==> config.mk <==
export PLATFORM = sky130hd
export DESIGN_NAME = data_memory_arbiter
export DESIGN_NICKNAME = d
export VERILOG_FILES = /design/src/rtl/data_memory_arbiter.sv
export SDC_FILE = /design/constraint.sdc
export NUM_CORES = 1
export LEC_CHECK = 0
export BUFFER_PORTS_ARGS = -buffer_cell sky130_fd_sc_hd__buf_2
export CAP_MARGIN = 10
export CORE_ASPECT_RATIO = 1.1
export CORE_MARGIN = 8
export CORE_UTILIZATION = 35
export CTS_BUF_LIST = sky130_fd_sc_hd__clkbuf_16
export CTS_CLUSTER_SIZE = 28
export DETAILED_ROUTE_END_ITERATION = 16
export PLACE_DENSITY = 0.87
export RECOVER_POWER = 25
export SYNTH_ARGS = -nofsm -noshare
export SYNTH_HDL_FRONTEND = slang
export SYNTH_SLANG_ARGS = --single-unit
export TNS_END_PERCENT = 100
==> constraint.sdc <==
create_clock -name clock -period 1.95 [get_ports clock]
set_clock_uncertainty 0.1 [all_clocks]
set_input_delay 0.39 -clock clock [delete_from_list [all_inputs] [get_ports clock]]
set_output_delay 0.39 -clock clock [all_outputs]
set_load 0.02 [all_outputs]
==> src/rtl/data_memory_arbiter.sv <==
// Round-robin arbiter sharing one single-port data memory between the core MEM
// stage (port 0) and the IO bus engine (port 1), with one-cycle read return routing.
module data_memory_arbiter #(
    parameter int XLEN       = 32,
    parameter int ADDR_WIDTH = 9
) (
    input  logic                  clock,
    input  logic                  reset,

    input  logic                  core_req,
    input  logic                  core_we,
    input  logic [ADDR_WIDTH-1:0] core_addr,
    input  logic [XLEN-1:0]       core_wdata,
    output logic                  core_gnt,
    output logic                  core_stall,
    output logic                  core_rvalid,
    output logic [XLEN-1:0]       core_rdata,

    input  logic                  io_req,
    input  logic                  io_we,
    input  logic [ADDR_WIDTH-1:0] io_addr,
    input  logic [XLEN-1:0]       io_wdata,
    output logic                  io_gnt,
    output logic                  io_rvalid,
    output logic [XLEN-1:0]       io_rdata,

    output logic [ADDR_WIDTH-1:0] mem_address,
    output logic [XLEN-1:0]       mem_data,
    output logic                  mem_wren,
    input  logic [XLEN-1:0]       mem_q
);

    // Handshake: a requester holds req/we/addr/wdata stable until it sees gnt in
    // the same cycle; the access is taken on that cycle's rising edge, and a read
    // returns exactly one rvalid on the following cycle.

    logic last_gnt;  // 0 = core won last, 1 = io won last
    logic rd_pend;
    logic rd_owner;  // 0 = core, 1 = io

    always_comb begin
        core_gnt    = 1'b0;
        io_gnt      = 1'b0;
        mem_address = '0;
        mem_data    = '0;
        mem_wren    = 1'b0;
        if (!reset) begin
            // On a tie the port that did not win most recently is served.
            if (core_req && (!io_req || last_gnt)) begin
                core_gnt = 1'b1;
            end else if (io_req) begin
                io_gnt = 1'b1;
            end
        end
        if (core_gnt) begin
            mem_address = core_addr;
            mem_data    = core_wdata;
            mem_wren    = core_we;
        end else if (io_gnt) begin
            mem_address = io_addr;
            mem_data    = io_wdata;
            mem_wren    = io_we;
        end
    end

    assign core_stall = core_req && !core_gnt;

    always_ff @(posedge clock or posedge reset) begin
        if (reset) begin
            last_gnt <= 1'b1;
            rd_pend  <= 1'b0;
            rd_owner <= 1'b0;
        end else begin
            if (core_gnt || io_gnt) begin
                last_gnt <= io_gnt;
            end
            rd_pend  <= (core_gnt && !core_we) || (io_gnt && !io_we);
            rd_owner <= io_gnt;
        end
    end

    assign core_rvalid = rd_pend && !rd_owner;
    assign io_rvalid   = rd_pend && rd_owner;
    assign core_rdata  = core_rvalid ? mem_q : '0;
    assign io_rdata    = io_rvalid ? mem_q : '0;

endmodule

# == Yosys cells after proc, flatten, opt, wreduce, memory -nomap -nowiden ==
# Cells that the tools add are included.
# W data, S select, Z words.
# word_totals
inputBits,120
output_inout_bits,111
ff_bits,3
# op_classes
n_reduce_logical,14
n_mux,13
# op_table
operator,count
$mux W32,4
$mux W9,2
$mux W1,7
$logic_and A1 B1 Y1,6
$logic_not A1 Y1,5
$logic_or A1 B1 Y1,3

# == Logic depth before layout (Yosys ltp) ==
# depth
ltp_word,7
ltp_mapped,4
depth_no_buf,2

# == Worst setup path before layout ==
# Ideal clock, no wire load.
# synth_timing
path_kind,input -> output
startpoint,input port reset
endpoint,output port mem_address[8]
t_required_ps,1460
arrival_ps,1320
path_slack_ps,140
path_buffers,2
stages,4
path_cell_list,buf_6 -> buf_6 -> nand2b_1 -> o32ai_1
# synth_via
elab_chain_cells,3
word_cells_on_any_way,4
# synth_lines
element,line,text
"start, declared",8,"input logic reset,"
$mux W1,47,if (!reset) begin
$mux W9,59,end else if (io_gnt) begin
$mux W9 (*),55,if (core_gnt) begin
"end, declared",27,"output logic [ADDR_WIDTH-1:0] mem_address,"
# Every way passes the cells marked *; elsewhere a longest branch is shown, timed or not.

# == Worst setup path after layout ==
# layout_timing
startpoint,register last_gnt
endpoint,output port mem_data[14]
# layout_via
elab_chain_cells,6
word_cells_on_any_way,8
# layout_lines
element,line,text
"start, declared",37,logic last_gnt;
"start signal, assigned",75,last_gnt <= io_gnt;
$logic_or A1 B1 Y1 (*),49,if (core_req && (!io_req || last_gnt)) begin
$logic_and A1 B1 Y1 (*),49,
$mux W1,49,
$mux W1,47,
$mux W32,59,
$mux W32 (*),55,
"end, declared",28,"output logic [XLEN-1:0] mem_data,"
# Marks and branches as above.

==> flow_metrics.tcl <==
set metrics [dict create \
    worstPathMaxFanout 24 \
    cts_inserted_buffers 3 \
    fin_ws_ns -0.0438 \
    synth_area_per_cell_um2 8.22 \
    p_sw_uw 576 \
    relSlewSlack_pct 71.8 \
    p_leak_uw 0.00187 \
    rrSetupSlack_ns 0.63 \
    antenna_found_initial 2 \
    ioPinCount 231 \
    synth_cell_types 22 \
    status "finished, violations left" \
    synthTopCellsByArea "o32ai_2, nand2b_1, and2_1, and3_1, buf_6" \
    multiInputGateArea_um2 1760 \
    vias 2611 \
    worstHoldPathType "in -> async" \
    ys_top_cells_by_count "nand2b_1, o32ai_2, and2_1" \
    timing.rr.end "rd_pend$_DFF_PP0_" \
    first_pass_iters 4 \
    violations "negative setup slack" \
    vdd_drop_max_mv 0.321 \
    power-per-cell-area_nw_per_um2 388 \
    cts_setup_buffers 0 \
    hold_violations 0 \
    final_util_pct 63.2 \
    async_flop_share_pct 100 \
    drt-wirelength-per-cell_um 16.8 \
    syn_nets 360 \
    final_nets 573 \
    drt-total-wl_mm 8.87 \
    comb_power_share_pct 69.3 \
    drt_first_iter_violations 67 \
    antenna_left 0 \
    yosysSeqAreaShare_pct 3.87 \
    drv_cap 0 \
    cp.arrival_ns 1.50 \
    grt_max_degree 49 \
    drv_slew 0 \
    synthCells 240 \
    yosysWarnings 0 \
    ys_ff_latch 3 \
    synth.top_cell.area_share_pct 33.0 \
    core_um2 5430 \
    synth_area_um2 1970 \
    path_class "reg -> out" \
    max_stage_delay_ns 0.56 \
    endpoint_kind "primary output" \
    clock_latency_ns 0.23 \
    root_buffer "clkbuf_16" \
    hpwlAfterDp_mm 7.13 \
    fin_setup_tns_ns -0.795 \
    synth_ff_type "dfrtp_1" \
    clockPowerShare_pct 24.7 \
    tritoncts "yes" \
    setup_viol 43 \
    start_kind "flop" \
    critPathRequiredTime_ns 1.46 \
    via_per_inst 4.94 \
    grt_pass1_wl_mm 12.6 \
    fin_cells 529 \
    path_clk_slew_ns 0.04 \
    start_util_pct 36.3 \
    io_buffer_count 230 \
    p_int_uw 755 \
    chipWidth_um 87.6 \
    yosysMostFrequentCell "nand2b_1" \
    swShare_pct 43.3 \
    timing.rr.start "last_gnt$_DFFE_PP1P_" \
    finalCriticalPeriod_ns 1.99 \
    tightestPinTransition_ns 0.423 \
    grt-ovfl-total 0 \
    synth_edf_count 0 \
    seq_area_um2 76.3 \
    gp_congestion 0.823 \
    design_area_um2 3430 \
    hold_buffers 0 \
    max_freq_mhz 502 \
    placed_cells 522 \
    placed_cell_area_um2 3140 \
    die_h_um 94.8 \
    crit_path_top_delay_cell "dfstp_2" \
    seqPwrFrac_pct 6.0 \
    rsz0062_at_grt "true" \
    hold_ws_ns 0.154 \
    crit_chain "nor2b_4, buf_12, o32ai_2, buf_4" \
    synth_top_cell_by_area "o32ai_2" \
    first_global_vias 2743 \
    rows 28 \
    ff2ff_path_depth 3 \
    die-area_um2 8300 \
    drive_gt1_share_pct 64.6 \
    fin_crit_sh_pct 102 \
    grt_use_total_pct 18.6 \
    clockBufferDepth 2 \
    drc 0 \
    clock_sinks 3 \
    synthToLayoutAreaGrowth_pct 74.0 \
    cts.htree.levels 1 \
    fillers 469 \
]
[kinds of logic after synthesis]
kind of cell,after synthesis,synth area share [%]
DFF,3,3.87
and+or+nand+nor,156,49.3
buffers and inverters,35,11.2
AOI/OAI and AO/OA,46,35.6
[power by group through the flow]
| stage | Combinational, uW | Clock (uW) | Sequential (uW) |
|---|---|---|---|
| global route | 987 | 336 | 81.6 |
| CTS | 874 | 332 | 80.5 |
| finish | 923 | 328 | 80.3 |
| floorplan | 557 | 0 | 79.2 |
| global placement | 815 | 0 | 79.8 |
| detailed placement | 836 | 0 | 81.6 |
[stage by stage]
step | setup WS, ns | power [uW]
3_5_place_dp | 0.0558 | 918
5_1_grt | -0.0849 | 1400
4_1_cts | -0.0332 | 1290
3_3_place_gp | 0.109 | 895
2_1_floorplan | 0.140 | 636
6_report | -0.0438 | 1330
[repair_timing]
item,in CTS,in global routing
pin swaps,2,0
gates resized for setup,24,25
endpoints found under the setup margin,40,43
cloned,0,1
[state kept, by name, indices dropped and copies added, names as in the netlist]
register,flops
rd_pend,1
rd_owner,1
last_gnt,1
[cell usage in the layout, fill, tap and decap left out]
cell,synthesis,final
a21bo_2,0,1
a22o_1,1,1
and2_1,33,33
and3_1,32,32
buf_12,0,5
buf_2,6,183
buf_4,5,37
buf_6,8,1
buf_8,0,1
clkbuf_1,12,1
clkbuf_16,0,4
clkbuf_2,2,12
dfrtp_1,2,2
dfstp_2,1,1
diode_2,0,2
inv_1,1,2
inv_2,1,1
nand2b_1,85,85
nor2_1,2,2
nor2b_2,1,1
nor2b_4,0,1
o21a_1,1,1
o32ai_2,40,38
o32ai_4,0,5
or2_0,1,1
or2_2,1,1
[final cells by class]
cell class / count / share of cell area, %
Antenna cell: 2 / 0.146
Clock buffer: 3 / 2.19
Clock inverter: 1 / 0.109
Inverter: 2 / 0.219
Multi-Input combinational cell: 202 / 51.3
Sequential cell: 3 / 2.22
Tap cell: 75 / 2.73
Timing Repair Buffer: 241 / 41.0
[routing by layer]
metal	share of wire, %	GRT usage, %	vias to the layer above
li1	-	-	1278
met1	33	16.6	1183
met2	55	37.8	138
met3	11	7.04	12
met4	1.5	4.16	0
met5	0	0	-
[worst max-delay path by stage]
| stage | from | end | slack [ns] | cells past startpoint |
|---|---|---|---|---|
| 2_1_floorplan | reset | mem_address[8] | 0.14 | 4 |
| 3_3_place_gp | io_req | mem_address[8] | 0.11 | 5 |
| 3_5_place_dp | io_req | mem_wren | 0.06 | 5 |
| 4_1_cts | last_gnt$_DFFE_PP1P_ | mem_data[19] | -0.03 | 4 |
| 5_1_grt | last_gnt$_DFFE_PP1P_ | mem_data[14] | -0.08 | 4 |
| 6_report | last_gnt$_DFFE_PP1P_ | mem_data[14] | -0.04 | 4 |
[critical path: cells and delay by family, from the launching register on]
kind                   cells  cell delay (ns)
AO/OA/AOI/OAI              1             0.28
flip-flops                 1             0.56
buffers and inverters      2             0.36
AND/OR/NAND/NOR            1             0.06
Note: power is estimated with default switching activity, not from simulation.
